[config.mk]
export PLATFORM = sky130hd
export DESIGN_NAME = data_cache_flat
export DESIGN_NICKNAME = d
export VERILOG_FILES = /design/src/rtl/data_cache_pkg.sv /design/src/rtl/data_cache_if.sv /design/src/rtl/data_cache_array.sv /design/src/rtl/data_cache.sv /design/src/flat_wrapper.sv
export SDC_FILE = /design/constraint.sdc
export NUM_CORES = 1
export LEC_CHECK = 0
export CAP_MARGIN = 30
export CORE_ASPECT_RATIO = 1.1
export CORE_UTILIZATION = 61
export CTS_CLUSTER_SIZE = 24
export DETAILED_ROUTE_END_ITERATION = 8
export PLACE_DENSITY = 0.86
export SLEW_MARGIN = 20
export SYNTH_ARGS = -nofsm -noshare
export SYNTH_HDL_FRONTEND = slang
export SYNTH_SLANG_ARGS = --single-unit
[constraint.sdc]
create_clock -name clk -period 11.25 [get_ports clk]
set_input_delay 2.25 -clock clk [delete_from_list [all_inputs] [get_ports clk]]
set_output_delay 2.25 -clock clk [all_outputs]
set_load 0.02 [all_outputs]
[src/rtl/data_cache_pkg.sv]
// rtl/data_cache_pkg.sv - geometry, types and FSM encoding shared by the data cache
package data_cache_pkg;
  localparam int WORD_SIZE   = 16;
  localparam int LINE_WORDS  = 4;
  localparam int NUM_LINES   = 4;
  localparam int OFFSET_BITS = 2;
  localparam int INDEX_BITS  = 2;
  localparam int TAG_BITS    = 12;

  typedef logic [WORD_SIZE-1:0]            word_t;
  typedef logic [WORD_SIZE*LINE_WORDS-1:0] line_t;
  typedef logic [TAG_BITS-1:0]             tag_t;
  typedef logic [INDEX_BITS-1:0]           index_t;
  typedef logic [OFFSET_BITS-1:0]          offset_t;

  typedef enum logic [1:0] {
    ST_IDLE  = 2'd0,
    ST_FILL  = 2'd1,
    ST_WRITE = 2'd2
  } state_e;

  function automatic word_t line_base(input word_t addr);
    return {addr[WORD_SIZE-1:OFFSET_BITS], {OFFSET_BITS{1'b0}}};
  endfunction
endpackage

[src/rtl/data_cache_if.sv]
// rtl/data_cache_if.sv - backing-memory req/ack bus between the cache and memory
interface data_cache_if;
  import data_cache_pkg::*;

  logic  mem_req;
  logic  mem_we;
  word_t mem_addr;
  word_t mem_wdata;
  line_t mem_rdata;
  logic  mem_ack;

  modport master (output mem_req, mem_we, mem_addr, mem_wdata,
                  input  mem_rdata, mem_ack);
  modport slave  (input  mem_req, mem_we, mem_addr, mem_wdata,
                  output mem_rdata, mem_ack);
endinterface

[src/rtl/data_cache_array.sv]
// rtl/data_cache_array.sv - tag/valid/data storage: combinational read, line fill, word write
module data_cache_array
  import data_cache_pkg::*;
(
  input  logic    clk,
  input  logic    Reset_N,
  input  index_t  rd_index_i,
  input  offset_t rd_offset_i,
  output tag_t    rd_tag_o,
  output logic    rd_valid_o,
  output word_t   rd_word_o,
  input  logic    fill_en_i,
  input  index_t  fill_index_i,
  input  tag_t    fill_tag_i,
  input  line_t   fill_line_i,
  input  logic    wr_en_i,
  input  index_t  wr_index_i,
  input  offset_t wr_offset_i,
  input  word_t   wr_word_i
);
  logic [NUM_LINES-1:0] valid_q;
  tag_t                 tag_q  [NUM_LINES];
  word_t                data_q [NUM_LINES][LINE_WORDS];

  assign rd_valid_o = valid_q[rd_index_i];
  assign rd_tag_o   = tag_q[rd_index_i];
  assign rd_word_o  = data_q[rd_index_i][rd_offset_i];

  always_ff @(posedge clk or negedge Reset_N) begin
    if (!Reset_N) begin
      valid_q <= '0;
    end else if (fill_en_i) begin
      valid_q[fill_index_i] <= 1'b1;
    end
  end

  // Tags and data need no reset: nothing reads them while the valid bit is clear.
  always_ff @(posedge clk) begin
    if (fill_en_i) begin
      tag_q[fill_index_i] <= fill_tag_i;
      for (int w = 0; w < LINE_WORDS; w++) begin
        data_q[fill_index_i][w] <= fill_line_i[w*WORD_SIZE +: WORD_SIZE];
      end
    end else if (wr_en_i) begin
      data_q[wr_index_i][wr_offset_i] <= wr_word_i;
    end
  end
endmodule

[src/rtl/data_cache.sv]
// rtl/data_cache.sv - direct-mapped write-through, no-write-allocate data cache for the MEM stage
module data_cache
  import data_cache_pkg::*;
(
  input  logic         clk,
  input  logic         Reset_N,
  input  logic         MemReadMEM,
  input  logic         MemWriteMEM,
  input  word_t        ALUresultMEM,
  input  word_t        forwardBMEM,
  input  logic         pipeAdvance,
  output word_t        realData,
  output logic         cacheHit2,
  output logic         writeToData,
  data_cache_if.master mem_bus,
  output word_t        hit_count,
  output word_t        miss_count
);
  state_e state_q;
  logic   wr_done_q;
  word_t  hit_cnt_q, miss_cnt_q;
  logic   req_q, we_q;
  word_t  addr_q, wdata_q;

  tag_t   rd_tag;
  logic   rd_valid;
  word_t  rd_word;
  logic   hit;
  logic   store;
  logic   fill_en, wr_en;

  assign hit     = rd_valid && (rd_tag == ALUresultMEM[WORD_SIZE-1:OFFSET_BITS+INDEX_BITS]);
  assign store   = MemWriteMEM && !MemReadMEM;
  assign fill_en = (state_q == ST_FILL) && mem_bus.mem_ack;
  assign wr_en   = (state_q == ST_WRITE) && mem_bus.mem_ack && hit;

  data_cache_array u_array (
    .clk          (clk),
    .Reset_N      (Reset_N),
    .rd_index_i   (ALUresultMEM[OFFSET_BITS +: INDEX_BITS]),
    .rd_offset_i  (ALUresultMEM[OFFSET_BITS-1:0]),
    .rd_tag_o     (rd_tag),
    .rd_valid_o   (rd_valid),
    .rd_word_o    (rd_word),
    .fill_en_i    (fill_en),
    .fill_index_i (ALUresultMEM[OFFSET_BITS +: INDEX_BITS]),
    .fill_tag_i   (ALUresultMEM[WORD_SIZE-1:OFFSET_BITS+INDEX_BITS]),
    .fill_line_i  (mem_bus.mem_rdata),
    .wr_en_i      (wr_en),
    .wr_index_i   (ALUresultMEM[OFFSET_BITS +: INDEX_BITS]),
    .wr_offset_i  (ALUresultMEM[OFFSET_BITS-1:0]),
    .wr_word_i    (forwardBMEM)
  );

  assign realData    = (MemReadMEM && hit) ? rd_word : '0;
  assign cacheHit2   = !((state_q == ST_FILL) ||
                         ((state_q == ST_IDLE) && MemReadMEM && !hit));
  assign writeToData = (state_q == ST_WRITE) ||
                       ((state_q == ST_IDLE) && store && !wr_done_q);

  assign mem_bus.mem_req   = req_q;
  assign mem_bus.mem_we    = we_q;
  assign mem_bus.mem_addr  = addr_q;
  assign mem_bus.mem_wdata = wdata_q;
  assign hit_count         = hit_cnt_q;
  assign miss_count        = miss_cnt_q;

  // wr_done lets the completed store advance the pipeline exactly once before the next WRITE.
  always_ff @(posedge clk or negedge Reset_N) begin
    if (!Reset_N) begin
      state_q    <= ST_IDLE;
      wr_done_q  <= 1'b0;
      hit_cnt_q  <= '0;
      miss_cnt_q <= '0;
      req_q      <= 1'b0;
      we_q       <= 1'b0;
      addr_q     <= '0;
      wdata_q    <= '0;
    end else begin
      case (state_q)
        ST_IDLE: begin
          if (MemReadMEM) begin
            if (hit) begin
              if (pipeAdvance) hit_cnt_q <= hit_cnt_q + 16'd1;
            end else begin
              state_q    <= ST_FILL;
              miss_cnt_q <= miss_cnt_q + 16'd1;
              req_q      <= 1'b1;
              we_q       <= 1'b0;
              addr_q     <= line_base(ALUresultMEM);
            end
          end else if (MemWriteMEM) begin
            if (wr_done_q) begin
              wr_done_q <= 1'b0;
            end else begin
              state_q <= ST_WRITE;
              req_q   <= 1'b1;
              we_q    <= 1'b1;
              addr_q  <= ALUresultMEM;
              wdata_q <= forwardBMEM;
            end
          end
        end
        ST_FILL: begin
          if (mem_bus.mem_ack) begin
            state_q <= ST_IDLE;
            req_q   <= 1'b0;
          end
        end
        ST_WRITE: begin
          if (mem_bus.mem_ack) begin
            state_q   <= ST_IDLE;
            req_q     <= 1'b0;
            we_q      <= 1'b0;
            wr_done_q <= 1'b1;
          end
        end
        default: state_q <= ST_IDLE;
      endcase
    end
  end
endmodule

[src/flat_wrapper.sv]
// flat-port wrapper written by rule: the top's interface ports become plain ports
module data_cache_flat import data_cache_pkg::*;
  (clk, Reset_N, MemReadMEM, MemWriteMEM, ALUresultMEM, forwardBMEM, pipeAdvance, realData, cacheHit2, writeToData, hit_count, miss_count, mem_bus_mem_req, mem_bus_mem_we, mem_bus_mem_addr, mem_bus_mem_wdata, mem_bus_mem_rdata, mem_bus_mem_ack);
  data_cache_if mem_bus_i ();
  input  logic clk;
  input  logic Reset_N;
  input  logic MemReadMEM;
  input  logic MemWriteMEM;
  input  word_t ALUresultMEM;
  input  word_t forwardBMEM;
  input  logic pipeAdvance;
  output word_t realData;
  output logic cacheHit2;
  output logic writeToData;
  output word_t hit_count;
  output word_t miss_count;
  output wire logic [$bits(mem_bus_i.mem_req)-1:0] mem_bus_mem_req;
  output wire logic [$bits(mem_bus_i.mem_we)-1:0] mem_bus_mem_we;
  output wire logic [$bits(mem_bus_i.mem_addr)-1:0] mem_bus_mem_addr;
  output wire logic [$bits(mem_bus_i.mem_wdata)-1:0] mem_bus_mem_wdata;
  input wire logic [$bits(mem_bus_i.mem_rdata)-1:0] mem_bus_mem_rdata;
  input wire logic [$bits(mem_bus_i.mem_ack)-1:0] mem_bus_mem_ack;
  assign mem_bus_mem_req = mem_bus_i.mem_req;
  assign mem_bus_mem_we = mem_bus_i.mem_we;
  assign mem_bus_mem_addr = mem_bus_i.mem_addr;
  assign mem_bus_mem_wdata = mem_bus_i.mem_wdata;
  assign mem_bus_i.mem_rdata = mem_bus_mem_rdata;
  assign mem_bus_i.mem_ack = mem_bus_mem_ack;
  data_cache u_core (.clk(clk), .Reset_N(Reset_N), .MemReadMEM(MemReadMEM), .MemWriteMEM(MemWriteMEM), .ALUresultMEM(ALUresultMEM), .forwardBMEM(forwardBMEM), .pipeAdvance(pipeAdvance), .realData(realData), .cacheHit2(cacheHit2), .writeToData(writeToData), .mem_bus(mem_bus_i), .hit_count(hit_count), .miss_count(miss_count));
endmodule
==> implementation parameters <==
Parameter                              Value

Worst setup path
  Startpoint type of the worst setup path    primary input
  Type of the setup path with the least slack    in2out
  Maximum net fanout on the critical path    57
  Type of element capturing the critical path    primary output
  Critical Path AT    about 5.9 ns
  Critical Path RT    9.00 ns

Floorplan
  Die area    27,100 um2
  Top-level I/O count    186
  Standard cell core area    26,100 um2
  Vertical extent of the die    173 um
  Initial Util    61.9%
  Width of the die    157 um
  Core Rows    62

Clocking
  Worst-Skew Late Latency    0.53 ns
  Post-CTS setup buffer count    0
  Number of instances resized during post-cts repair    0
  Quantity of hold-fixing buffers added after cts    0
  CTS tree    yes
  Sink count of the clock tree    about 380
  Register clock-pin slew on the reported worst setup and hold paths    0.06 ns
  Root Buffer    clkbuf_16
  Maximum number of buffers from clock root to sink    3
  Max H-tree Level    2
  TritonCTS Buffers    37

Logic synthesis
  Most used flip-flop cell after synthesis    edfxtp_1
  Register bit total from synthesis    377
  Gate count after technology mapping    872
  Yosys cell types    56
  Syn_nets    979
  Netlist area before placement    between 15,000 and 20,000 um2
  Asr flop ratio synth    roughly a fifth
  Total number of yosys warnings    0
  Synthesized area per cell    18.5 um2
  Count of flip-flops with a built-in enable after synthesis    304
  Portion of the post-synthesis area used by sequential elements    67.9%

GRT
  Antenna violations before repair    0
  Overall track demand over capacity in global routing    29.7%
  Via count of the first global-routing pass    9,443
  Total congestion overflow    0
  First-pass GRT wire length    57.4 mm
  Pin count of the biggest net entering global routing    slightly below 60

Finish
  # diodes    0
  Area used by multi-input combinational logic    4940 um2
  Number of cells in the finished layout apart from fillers    about 1,500
  Total of fill cells in the finished design    1,546
  Cell area after layout    19,700 um2
  Signed area change from the synthesized netlist to the final layout    22.0%
  Fin nets    1,187
  Share of the core filled with cells    75.6%
  Layout cells sized above 1    between 20% and 30%
  Register area    11,000 um2

Placed design
  RePlAce Congestion    between 0.8 and 0.9
  Number of cells in the design after placement    1,392
  Cell area after placement    18,500 um2
  Final HPWL from detailed placement    25.0 mm
  Port buffer count    185

STA
  Max Clock Skew    0.0147 ns
  Number of pins with negative max-slew slack in the final report    0
  Setup repair after global routing missed its margin    false
  Worst Max-Slew Pin Slew    0.901 ns
  Period minus WS final    8.18 ns
  Max Clk Rate    122 MHz
  Remaining max-slew budget at the tightest pin    40.0%
  Final count of negative-setup-slack endpoints    0
  Final count of hold timing violations    0
  Minimum hold slack    0.468 ns
  Share of the cycle needed by the critical path after routing    72.7%
  TNS Setup    0 ns

Routing
  Iteration-0 DRC count of the detailed router    598
  Routed length per placed instance    26.7 um
  Ratio of routed vias to standard cells    between 6 and 7
  Count of antenna-violating nets left after detailed routing    0
  Drt drc    0
  Overall routed net length    39.0 mm
  TritonRoute pass-1 iters    5
  Vias after detailed routing    9,092

Run status
  Result of the run    complete, no violations

Power and ir drop
  Leakage power figure    7.04 nW
  Total power divided by cell area    187 nW/um2
  VDD IR-drop max    186 uV

Worst hold path
  Worst min-delay path class    reg2reg

Run
  Number of maximum-capacitance violations    0
## registers in the layout, indices dropped and copies added (netlist names)
register                  cells
u_core.state_q                2
u_core.u_array.valid_q        4
u_core.miss_count            16
u_core.mem_bus.mem_addr      16
u_core.u_array.data_q       256
u_core.mem_bus.mem_wdata     16
u_core.mem_bus.mem_we         1
u_core.u_array.tag_q         48
u_core.wr_done_q              1
u_core.mem_bus.mem_req        1
u_core.hit_count             16
## cell usage in the layout, fill, tap and decap left out, types with 5 or more instances in the layout
cell | synthesis | layout
mux4_2 | 82 | 82
mux2_4 | 49 | 49
nor3_1 | 10 | 10
nor2_1 | 15 | 14
dfrtp_1 | 73 | 73
or2_2 | 7 | 7
nor4_1 | 9 | 9
o21ai_0 | 5 | 5
mux2i_1 | 23 | 23
nand4_1 | 11 | 11
clkbuf_1 | 25 | 10
nand2b_1 | 6 | 6
clkdlybuf4s50_1 | 0 | 182
xnor2_1 | 19 | 19
nand3_1 | 16 | 16
nor2b_1 | 20 | 20
clkinv_2 | 0 | 7
edfxtp_1 | 304 | 304
buf_4 | 1 | 27
inv_1 | 11 | 11
a21oi_1 | 16 | 16
xor2_1 | 21 | 21
ha_1 | 5 | 5
clkbuf_16 | 0 | 39
mux2_2 | 48 | 48
nand2_1 | 25 | 25
## final cells by class
class / instances / share of cell area [%]
Timing Repair Buffer: 213 / 10.6
Multi-Input combinational cell: 439 / 25.1
Sequential cell: 377 / 55.6
Tap cell: 352 / 2.24
Clock inverter: 16 / 0.820
Clock buffer: 52 / 5.36
Inverter: 12 / 0.229
## cell families after synthesis
family / Yosys count / share of synthesized area (%)
XOR/XNOR: 40 / 2.17
AO/OA/AOI/OAI: 51 / 2.21
AND/OR/NAND/NOR: 141 / 4.90
adder cells (fa/ha/maj): 5 / 0.388
buffers and inverters: 56 / 1.71
flip-flops: 377 / 67.9
multiplexers: 202 / 20.8
## cell usage after synthesis, types with 3 or more instances
| master | count | share of area, % |
|---|---|---|
| xnor2_1 | 19 | 1.0 |
| mux2_4 | 49 | 4.6 |
| ha_1 | 5 | 0.39 |
| a211oi_1 | 6 | 0.28 |
| a21oi_1 | 16 | 0.50 |
| nand2b_1 | 6 | 0.23 |
| dfrtp_1 | 73 | 11 |
| nor2_1 | 15 | 0.35 |
| mux2_2 | 48 | 3.3 |
| o2bb2ai_1 | 4 | 0.22 |
| buf_2 | 7 | 0.22 |
| nand2_1 | 25 | 0.58 |
| o21ai_0 | 5 | 0.15 |
| or2_2 | 7 | 0.27 |
| and3_1 | 4 | 0.15 |
| nor3b_1 | 3 | 0.14 |
| buf_1 | 4 | 0.093 |
| inv_1 | 11 | 0.26 |
| nor2b_1 | 20 | 0.78 |
| xor2_1 | 21 | 1.1 |
| nor4_1 | 9 | 0.35 |
| edfxtp_1 | 304 | 57 |
| or4_4 | 4 | 0.28 |
| mux4_2 | 82 | 11 |
| nor3_1 | 10 | 0.31 |
| nand3_1 | 16 | 0.50 |
| clkbuf_1 | 25 | 0.58 |
| nand4_1 | 11 | 0.43 |
| buf_6 | 7 | 0.49 |
| mux2i_1 | 23 | 1.4 |
## where the power goes
part / switching [mW] / leakage, nW / internal, mW
Combinational: 0.365 / 2.78 / 0.347
Sequential: 0.0717 / 3.66 / 1.66
Clock: 0.507 / 0.597 / 0.726
## metrics by stage
step,total power [mW],setup WS (ns)
final,3.68,3.07
after floorplan,2.14,4.17
after detailed placement,2.46,3.06
after CTS,3.69,3.06
after global placement,2.44,2.98
after global routing,3.80,2.87
## routing by layer
metal  vias to the layer above  track usage (%)  share of wire [%]
li1                       3898                -                  -
met3                        91             5.49                7.0
met1                      4684             36.5                 36
met4                         0             13.1                4.4
met5                         -                0                  0
met2                       419             51.2                 53
## worst max-delay path, stage by stage
cell	delay [ns]
buf_4	0.67
inv_1	0.21
a211oi_1	0.28
o21ai_0	0.15
or3b_2	0.46
a2111o_1	0.42
or2_2	0.47
nor2b_1	0.33
clkdlybuf4s50_1	0.67
## final timing paths
kind	slack [ns]	from	cells after the start	end
setup / recovery	3.07	ALUresultMEM[2]	9	realData[3]
setup reg to reg	7.39	u_core.u_array.tag_q[1][3]	8	u_core.u_array.data_q[0][37]
min in group asynchronous	1.64	Reset_N	1	u_core.mem_bus.mem_addr[7]
hold / removal	0.47	u_core.hit_count[15]	1	u_core.hit_count[15]
max in group asynchronous	8.61	Reset_N	2	u_core.mem_bus.mem_wdata[13]
hold reg to reg	0.47	u_core.hit_count[15]	1	u_core.hit_count[15]
Power figures use the tool's default switching activity.
